--- src/rtl/fast_intr_ctrl.sv ---
// ----------------------------------------------------------------------------
// fast_intr_ctrl
//   Fast-interrupt controller sitting in front of the core's irq vector.
//   Rising edges on peripheral lines are latched into pending bits, masked by a
//   software enable and presented on the fast-interrupt field of the core irq
//   vector. Taken interrupts are auto-cleared from the core's ack/id handshake.
//   Software access is a single-word OBI register slave.
//
//   Ports
//     clk_i       clock
//     rst_ni      asynchronous active-low reset
//     fast_src_i  level interrupt lines (already synchronous to clk_i)
//     fast_irq_o  pending & enable, to core irq_i[16 +: NUM_FAST]
//     irq_ack_i   core interrupt-taken pulse
//     irq_id_i    id of the taken interrupt, valid with irq_ack_i
//     reg_req_i   OBI register request  (req, we, be, addr, wdata)
//     reg_resp_o  OBI register response (gnt, rvalid, rdata)
//
//   Register map (word offset = addr[3:2], byte enables ignored)
//     0x0 PENDING  R: pending bits       W: write-1-to-clear
//     0x4 ENABLE   R/W: interrupt mask
//     0x8 SET      W: write-1-to-set      R: 0
//     0xC          R: 0                   W: ignored
// ----------------------------------------------------------------------------
package obi_pkg;
   typedef struct packed {
      logic        req;
      logic        we;
      logic [3:0]  be;
      logic [31:0] addr;
      logic [31:0] wdata;
   } obi_req_t;

   typedef struct packed {
      logic        gnt;
      logic        rvalid;
      logic [31:0] rdata;
   } obi_resp_t;
endpackage

module fast_intr_ctrl #(
   parameter int unsigned NUM_FAST = 15
) (
   input  logic                 clk_i,
   input  logic                 rst_ni,
   input  logic [NUM_FAST-1:0]  fast_src_i,
   output logic [NUM_FAST-1:0]  fast_irq_o,
   input  logic                 irq_ack_i,
   input  logic [4:0]           irq_id_i,
   input  obi_pkg::obi_req_t    reg_req_i,
   output obi_pkg::obi_resp_t   reg_resp_o
);

   localparam logic [1:0] OFF_PENDING = 2'd0;
   localparam logic [1:0] OFF_ENABLE  = 2'd1;
   localparam logic [1:0] OFF_SET     = 2'd2;

   logic [NUM_FAST-1:0] src_q_r;
   logic [NUM_FAST-1:0] pending_r;
   logic [NUM_FAST-1:0] enable_r;
   logic [NUM_FAST-1:0] fast_irq_r;
   logic                rvalid_r;
   logic [31:0]         rdata_r;

   logic                wr_s;
   logic                rd_s;
   logic [1:0]          reg_off_s;
   logic [NUM_FAST-1:0] wdata_s;
   logic [NUM_FAST-1:0] rise_s;
   logic [NUM_FAST-1:0] ack_s;
   logic [NUM_FAST-1:0] set_s;
   logic [NUM_FAST-1:0] clr_s;
   logic [NUM_FAST-1:0] pending_next_s;
   logic [NUM_FAST-1:0] enable_next_s;
   logic [31:0]         read_data_s;
   logic                unused_bits_s;

   // Byte enables and address bits outside the word offset play no role.
   assign unused_bits_s = ^{reg_req_i.be, reg_req_i.addr[31:4], reg_req_i.addr[1:0],
                            reg_req_i.wdata[31:NUM_FAST]};

   // Bus decode and per-source set/clear terms.
   always_comb begin
      wr_s      = reg_req_i.req & reg_req_i.we;
      rd_s      = reg_req_i.req & ~reg_req_i.we;
      reg_off_s = reg_req_i.addr[3:2];
      wdata_s   = reg_req_i.wdata[NUM_FAST-1:0];
      rise_s    = fast_src_i & ~src_q_r;
      for (int k = 0; k < NUM_FAST; k++) begin
         // Source k is irq id 16+k; ids outside the fast range never match.
         ack_s[k] = irq_ack_i & (irq_id_i == 5'(16 + k));
      end
      if (wr_s && (reg_off_s == OFF_SET)) begin
         set_s = rise_s | wdata_s;
      end else begin
         set_s = rise_s;
      end
      if (wr_s && (reg_off_s == OFF_PENDING)) begin
         clr_s = ack_s | wdata_s;
      end else begin
         clr_s = ack_s;
      end
      // Set dominates clear so an edge arriving with a W1C or ack is not lost.
      pending_next_s = set_s | (pending_r & ~clr_s);
      if (wr_s && (reg_off_s == OFF_ENABLE)) begin
         enable_next_s = wdata_s;
      end else begin
         enable_next_s = enable_r;
      end
   end

   // Read mux over the pre-update register state.
   always_comb begin
      read_data_s = 32'h0000_0000;
      case (reg_off_s)
         OFF_PENDING: read_data_s = {{(32-NUM_FAST){1'b0}}, pending_r};
         OFF_ENABLE:  read_data_s = {{(32-NUM_FAST){1'b0}}, enable_r};
         default:     read_data_s = 32'h0000_0000;
      endcase
   end

   // Interrupt state and the single-stage OBI response pipeline.
   always_ff @(posedge clk_i or negedge rst_ni) begin
      if (!rst_ni) begin
         src_q_r    <= {NUM_FAST{1'b0}};
         pending_r  <= {NUM_FAST{1'b0}};
         enable_r   <= {NUM_FAST{1'b0}};
         fast_irq_r <= {NUM_FAST{1'b0}};
         rvalid_r   <= 1'b0;
         rdata_r    <= 32'h0000_0000;
      end else begin
         src_q_r    <= fast_src_i;
         pending_r  <= pending_next_s;
         enable_r   <= enable_next_s;
         // Registered from next-state so the output equals pending_r & enable_r.
         fast_irq_r <= pending_next_s & enable_next_s;
         rvalid_r   <= reg_req_i.req;
         rdata_r    <= rd_s ? read_data_s : 32'h0000_0000;
      end
   end

   // Output drive; the grant is intentionally combinational (always ready).
   always_comb begin
      fast_irq_o        = fast_irq_r;
      reg_resp_o.gnt    = reg_req_i.req;
      reg_resp_o.rvalid = rvalid_r;
      reg_resp_o.rdata  = rdata_r;
   end

endmodule

--- config.mk ---
export PLATFORM = sky130hd
export DESIGN_NAME = fast_intr_ctrl
export DESIGN_NICKNAME = d
export VERILOG_FILES = /design/src/rtl/fast_intr_ctrl.sv
export SDC_FILE = /design/constraint.sdc
export NUM_CORES = 1
export LEC_CHECK = 0
export ABC_AREA = 1
export CORE_UTILIZATION = 39
export DETAILED_ROUTE_END_ITERATION = 7
export HOLD_SLACK_MARGIN = 0.1
export PLACE_DENSITY = 0.83
export SLEW_MARGIN = 30
export SYNTH_ARGS = -nofsm -noshare
export SYNTH_HDL_FRONTEND = slang
export SYNTH_SLANG_ARGS = --single-unit
export TNS_END_PERCENT = 20
--- constraint.sdc ---
create_clock -name clk_i -period 0.8 [get_ports clk_i]
set_input_delay 0.12 -clock clk_i [delete_from_list [all_inputs] [get_ports clk_i]]
set_output_delay 0.12 -clock clk_i [all_outputs]
set_load 0.03 [all_outputs]
After elaboration in Yosys (flattened, before gate mapping)
Cells that the tools add are included.

Flip-flop bits (word level): 93. Logic and storage cells: 58.

Equality and inequality tests: 17. Mux-type cells: 5. Bitwise logic cells: 26. Reduce and logical (&&, ||, !) cells: 4.

Operators with widths (number): $eq 5x5->1 const B (15); $and 15x15->15 (3); $mux 15 (3); $or 15x15->15 (3); $mux 32 (1); $not 15->15 (2); $pmux 15 s2 (1); $and 1x1->1 (17); $logic_and 1x1->1 (3); $eq 2x1->1 const B (1); $eq 2x2->1 const B (1); $logic_not 2->1 (1); $not 1->1 (1).

Logic depth before layout (Yosys ltp)
Gate-level depths: netlist of the first run.

Depth after elaboration: 8. Depth in mapped cells: 7. Mapped depth without buffers: 6.

Least setup slack after synthesis of the first run
No wires, ideal clock.

Path kind: input-to-reg. From: in reg_req_i[68] (netlist bit). To: reg fast_irq_r[0], in the netlist fast_irq_o[0]. Setup time: 0.073 ns. Data arrival time: 0.757 ns. Required time: 0.727 ns. Setup slack: -0.030 ns. Cell stages on the path: 7. Buffers on the path: 1. Path through: nand2_1 inv_1 buf_2 nand3_1 nand2_1 inv_1 a21oi_2.

Longest elaborated chain between the ends: 7. Elaborated cells between the ends (all ways): 11.

RTL lines: from (decl) (line 50) `input obi_pkg::obi_req_t reg_req_i,`; $and 1x1->1 (*) (line 84) `wr_s = reg_req_i.req & reg_req_i.we;`; $logic_and 1x1->1 (line 98) `if (wr_s && (reg_off_s == OFF_PENDING)) begin`; $mux 15 (line 98); $not 15->15 (line 104) `pending_next_s = set_s | (pending_r & ~clr_s);`; $and 15x15->15 (line 104); $or 15x15->15 (line 104); $and 15x15->15 (*) (line 136) `fast_irq_r <= pending_next_s & enable_next_s;`; to (signal assigned) (line 128) `fast_irq_r <= {NUM_FAST{1'b0}};`; to (signal assigned) (line 136); to (decl) (line 61) `logic [NUM_FAST-1:0] fast_irq_r;`.

Mark *: on every way between the ends. The rest lies on a longest branch, timed or not.

Final worst setup path of the first run
From: reg rdata_r[6]. To: out reg_resp_o[6] (netlist bit).

RTL lines: from (decl) (line 63) `logic [31:0] rdata_r;`; from (signal assigned) (line 138) `rdata_r <= rd_s ? read_data_s : 32'h0000_0000;`; to (decl) (line 51) `output obi_pkg::obi_resp_t reg_resp_o`.

No word-level cell between the ends.

==> results.cfg, run 1 <==
[sta]
fmaxAchievable_mhz = 974.0
worst_slack_ns = -0.2267
fin_crit_sh_pct = 128.3
fin_crit_ns = 1.027
slew_violations = 0
finalHoldViolCount = 0
rsz0062_at_grt = yes
finClkSkew_ns = 0.009181
setup_viol = 31
setup_tns_ns = -5.527

[place]
place_ws_ns = -0.6816
place_congestion = 0.7955
hpwl_mm = 5.359
io_buffer_count = 73
dp_cells = 570

[global_route]
grt_overflow = 0
grt_pass1_wl_mm = 12.46
grt_antenna_before_repair = 0
track_usage_pct = 18.57
grt_pass1_vias = 2666
grt_max_degree = 44

[finish]
finish.net_count = 575
final_util_pct = 55.10
drive_gt1_share_pct = 28.81
area_delta_synth_final_pct = 37.49
antennaDiodeCount = 0
finalNonFillerCells = 594

[setup_path]
cp.required_ns = 0.68
crit_chain = buf_12
cp_max_fo = 1
crit_family = flip-flops
worst-path-buf-inv = 1
crit_type = register to output pin
cp_slowest_stage_delay_ns = 0.42
startpoint_type = register
worstPathArrival_ns = 0.91
end_kind = output pin
r2r_slack_ns = 0
crit_path_top_delay_cell = dfrtp_1

[outcome]
outcome = complete, but fails checks
violations = setup timing

[synthesis]
yosysTopAreaCellShare_pct = 54.95
ys_top_cells_by_count = 95 x nand2_1, 76 x dfrtp_1, 67 x inv_1
syn_area_per_cell_um2 = 8.897
yosysTopAreaCell = dfrtp_1
synthDistinctLibCells = 19
yosys_register_bits = 76
yosys_warnings = 0
syn_area_um2 = 3461
synthFlopType = dfrtp_1
synth_edf_count = 0
yosysMostFrequentCell = nand2_1
synth-async-reset-ratio_pct = 100.0
seq_area_frac_synth_pct = 54.95
synthCells = 389
synthTopCellsByArea = dfrtp_1 55%, nand2_1 10%, nand3_1 7.8%

[detailed_routing]
drc = 0
drt_pass1_iterations = 4
viasPerCell = 4.620
wl_per_cell_um = 13.44
first_iter_violations = 118
wirelength_mm = 7.984
ant_nets = 0
vias = 2744

[cts]
tritoncts = yes
clk_latency_ns = 0.34
cts-root-buf = clkbuf_8
cts_made_buffers = 9
cts_buffer_depth = 2
htreeDepth = 3
clk_pin_slew_ns = 0.07
clock-sinks = 76

[pwr]
power.leakage_nw = 2.376
ir_worst_vdd_mv = 0.9972
power_density_nw_per_um2 = 2007

[die]
start_util_pct = 40.08
die_h_um = 96.20
ioPinCount = 142
core_area_um2 = 8636
die_w_um = 96.20
rows = 34
die_area_um2 = 9254

[min_path]
min_path_type = input pin to register

[flow_run]
drv_cap = 0
[final timing paths]
check                            endpoint  cells after the start           from
max                         reg_resp_o[6]                      1     rdata_r[6]
min                          enable_r[11]                      3  reg_req_i[11]
max reg2reg                fast_irq_o[12]                      5    src_q_r[12]
min reg2reg                   rdata_r[11]                      2   enable_r[11]
max in group asynchronous    pending_r[0]                      3         rst_ni
min in group asynchronous     rdata_r[13]                      3         rst_ni
[cells in the final DEF, fill, tap and decap left out]
| cell type | Yosys | routed |
|---|---|---|
| clkbuf_1 | 2 | 2 |
| conb_1 | 1 | 17 |
| inv_2 | 1 | 8 |
| nor2_2 | 0 | 7 |
| nand2_2 | 5 | 9 |
| nand2_4 | 1 | 1 |
| dlygate4sd3_1 | 0 | 2 |
| buf_12 | 0 | 8 |
| clkbuf_2 | 0 | 3 |
| dfrtp_1 | 76 | 76 |
| clkdlybuf4s50_1 | 0 | 29 |
| nand3_2 | 0 | 6 |
| dlymetal6s2s_1 | 0 | 1 |
| buf_16 | 0 | 2 |
| clkbuf_8 | 0 | 11 |
| buf_4 | 19 | 9 |
| a21oi_1 | 15 | 15 |
| nor2_4 | 2 | 4 |
| clkinv_2 | 0 | 3 |
| buf_2 | 6 | 3 |
| inv_1 | 67 | 59 |
| buf_6 | 4 | 35 |
| nand3_1 | 54 | 48 |
| nand3b_1 | 1 | 1 |
| clkdlybuf4s15_1 | 0 | 1 |
| a21oi_2 | 15 | 15 |
| dlygate4sd2_1 | 0 | 4 |
| o21ai_2 | 15 | 14 |
| o21ai_4 | 0 | 1 |
| nand2_1 | 95 | 91 |
| inv_4 | 0 | 1 |
[power by group]
part / internal, W / total (W) / switching, W / leakage (nW)
clock: 0.00127 / 0.00255 / 0.00128 / 0.0893
combinational: 0.00104 / 0.00249 / 0.00145 / 1.43
sequential: 0.00429 / 0.00451 / 0.000225 / 0.857
[cell families after synthesis]
family                 synth area share (%)
AOI/OAI and AO/OA                     9.762
buffers and inverters                 13.99
and+or+nand+nor                       21.19
DFF                                   54.95
other                                0.1084
[metal layers]
metal  up-vias  share of wire [%]  global-route usage (%)
li1       1357                  -                       -
met5         -                  0                       0
met2        80                 51                   29.91
met1      1286                 42                   23.10
met4         0                2.5                   8.955
met3        21                4.7                   4.897
[layout make-up]
cell class | instances | area (µm²)
Clock buffer | 13 | 158.9
Clock inverter | 2 | 10.01
Fill cell | 760 | 3877
Inverter | 69 | 262.8
Multi-Input combinational cell | 229 | 1215
Sequential cell | 76 | 1902
Tap cell | 108 | 135.1
Timing Repair Buffer | 97 | 1075
[per-stage QoR]
step                instance area, µm²  hold WS, ns  power [W]
finish                            4758       0.1975   0.009548
global route                      4758       0.1867    0.01008
CTS                               4738       0.1235   0.009614
detailed placement                4294       0.1040   0.006806
global placement                  4294       0.1032   0.006737
floorplan                         3528      -0.1756   0.005933
[flip-flops by register name, indices dropped and copies added, names as in the netlist]
register / flops
enable_r: 15
fast_irq_o: 15
pending_r: 15
rdata_r: 15
src_q_r: 15
rvalid_r: 1
[what timing repair did]
item,4_1_cts,5_1_grt
endpoints found under the hold margin,76,1
setup endpoints to repair,92,62
setup buffers,3,0
hold buffers,1,1
resized for setup,75,17
cloned,4,0
pin swaps,7,6
Note: power is estimated with default switching activity, not from simulation.
==> run 2, diff against run 1 <==
--- a/config.mk
+++ b/config.mk
@@ -7,6 +7,7 @@
 export LEC_CHECK = 0
 export ABC_AREA = 1
 export CORE_UTILIZATION = 39
+export CTS_CLUSTER_DIAMETER = 30
 export DETAILED_ROUTE_END_ITERATION = 7
 export HOLD_SLACK_MARGIN = 0.1
 export PLACE_DENSITY = 0.83
==> results of run 2 <==
No change in the layout: final DEF, timing and power equal those of run 1.
==> edit (config.mk and constraints of run 2) <==
Reset style: synchronous (`rst_ni`), changed in one clocked block. Comments in the files are not updated.
--- a/src/rtl/fast_intr_ctrl.sv
+++ b/src/rtl/fast_intr_ctrl.sv
@@ -121,5 +121,5 @@
 
    // Interrupt state and the single-stage OBI response pipeline.
-   always_ff @(posedge clk_i or negedge rst_ni) begin
+   always_ff @(posedge clk_i) begin
       if (!rst_ni) begin
          src_q_r    <= {NUM_FAST{1'b0}};
Check against the original RTL: differs if rst_ni is asserted again (counterexample within 4 cycles, from zero or initial values and one cycle with rst_ni low); with rst_ni held inactive, the same outputs for 10 cycles.
==> edit against run 2 <==
- the flow still finishes with violations (setup timing)
- clock skew decreased by 0.0018 ns
- power is 16% lower
- count of clock-buffer cells in the layout shrank 3
- sequential cell count unchanged
- critical path depth is the same
- utilization grew 1.9 points
- setup slack better by 0.069 ns
- synthesized area shrank 5.2%
- routed wire length up 8.2%
- first-iteration DRC count increased by 69%
- cell area decreased by 2.1%
- largest cell class unchanged
==> edit: results (changes against run 2) <==
setup TNS after final layout=-3.95 ns (+1.58 ns); fraction of registers with async set/reset=0% (-100 points); Layout non-clock buf frac=22.6% (about the same); number of failing setup endpoints in the final timing report=31 (unchanged); Layout area overhead=42.0%; IR Drop Worst-Case VDD=0.000896 V (-10%); Final Util=57.0% (+1.9 points); worst stage delay on the critical path=0.35 ns (-0.07 ns); Post-Place Setup Slack=-0.738 ns (-0.0566 ns); share of post-route cells with drive strength above 1=28.4% (-0.44 points); WP data arrival=0.84 ns (-0.07 ns); number of logic inverters in the finished layout=101 (+46%); count of mapped cells out of synthesis=458 (+18%); DRC violation total after the first TritonRoute iteration=200 (+69%); wire length of the first global-routing pass=13.8 mm (+11%); flip-flop and latch share of the layout cell area=33.5% (-6.4 points); number of global-route vias before repair=2976 (+12%); R2R cell count=4 (-1); Total Nets Final=638 (+11%); Critical R2R Capture=fast_irq_o[6]$_SDFF_PN0_; vias after detailed routing=3095 (+13%); portion of the layout cell area used by clock cells=3.82% (+0.27 points); Setup WS post-layout=-0.157 ns (+0.0693 ns); worst-path cell with the longest stage delay=sky130_fd_sc_hd__dfxtp_2; capture point of the critical path=fast_irq_o[13]; number of buffers other than clock buffers in the final layout=95 (-2.1%); worst-skew pair later-pin latency=0.36 ns (+0.02 ns); # hold bufs at CTS=0 (-1); status=finished with violations; launching point of the worst reg2reg path=enable_r[6]$_SDFF_PN0_; Synth area leaders=sky130_fd_sc_hd__dfxtp_1 46%, sky130_fd_sc_hd__nand2_1 13%, sky130_fd_sc_hd__inv_1 11%; ranking of synthesized cells by instance count=114 x sky130_fd_sc_hd__nand2_1, 99 x sky130_fd_sc_hd__inv_1, 76 x sky130_fd_sc_hd__dfxtp_1; leak pwr=2.29 nW (-3.6%); placed instance area=4110 µm² (-4.2%); clock buffer count in the final layout=10 (-3); post-route non-filler standard cell count=655 (+10%); largest net degree at the start of global routing=31 (-30%); count of different cell masters after synthesis=20 (+1); first element of the critical path=fast_irq_o[13]$_SDFF_PN0_; failing checks=setup timing; total power divided by cell area=1710 nW/µm² (-15%); dominant synthesized flop cell=sky130_fd_sc_hd__dfxtp_1; aggregate routed wire length=8.64 mm (+8.2%); area of the multi-input gates=1350 µm² (+11%); GPL Wtd Cong=0.812 (+2.0%)
==> edit: cell count changes in the layout (fill, tap and decap cells not counted), sizes merged, moves of 18 or more <==
cell,run 2,this run
nand3,54,72
dfrtp,76,0
dfxtp,0,76
inv,68,101
==> edit: kinds of logic after synthesis <==
group | synth area share, %
AO/OA/AOI/OAI | 7.67
AND/OR/NAND/NOR | 26.8
flip-flops | 46.4
buffers and inverters | 19.1
other | 0.114
==> edit: worst min-delay path by stage <==
stage,cells past startpoint,endpoint,slack (ns),from
5_1_grt,4,rvalid_r$_SDFF_PN0_,0.13,reg_req_i[69]
6_report,4,rvalid_r$_SDFF_PN0_,0.11,reg_req_i[69]
2_1_floorplan,2,src_q_r[0]$_SDFF_PN0_,0.21,fast_src_i[0]
4_1_cts,4,rvalid_r$_SDFF_PN0_,0.11,reg_req_i[69]
3_5_place_dp,2,rdata_r[5]$_SDFF_PN0_,0.45,enable_r[5]$_SDFF_PN0_
3_3_place_gp,2,rdata_r[14]$_SDFF_PN0_,0.45,enable_r[14]$_SDFF_PN0_
==> edit: repair_timing <==
item                                    CTS  global route
pin swaps                                 9             4
cloned                                    3             0
resized for setup                       114            12
buffers inserted                          1             0
endpoints found under the setup margin   98            76
endpoints found under the hold margin     0             0
==> edit: where the power goes <==
part,leakage (nW),internal (mW),switching (mW)
Clock,0.0803,1.20,1.45
Combinational,1.57,0.544,0.759
Sequential,0.639,3.95,0.0814
==> edit: tightest hold or removal path: cells and delay by family <==
kind | cells | cell delay, ns
AND/OR/NAND/NOR | 1 | 0.07
buffers and inverters | 3 | 0.26
==> edit: per-layer routing <==
metal	GRT usage (%)	vias up	wire length, µm
met5	0	-	0
met4	12.1	0	255
met3	5.58	23	611
met2	34.9	133	4250
met1	23.9	1410	3530
li1	-	1529	-
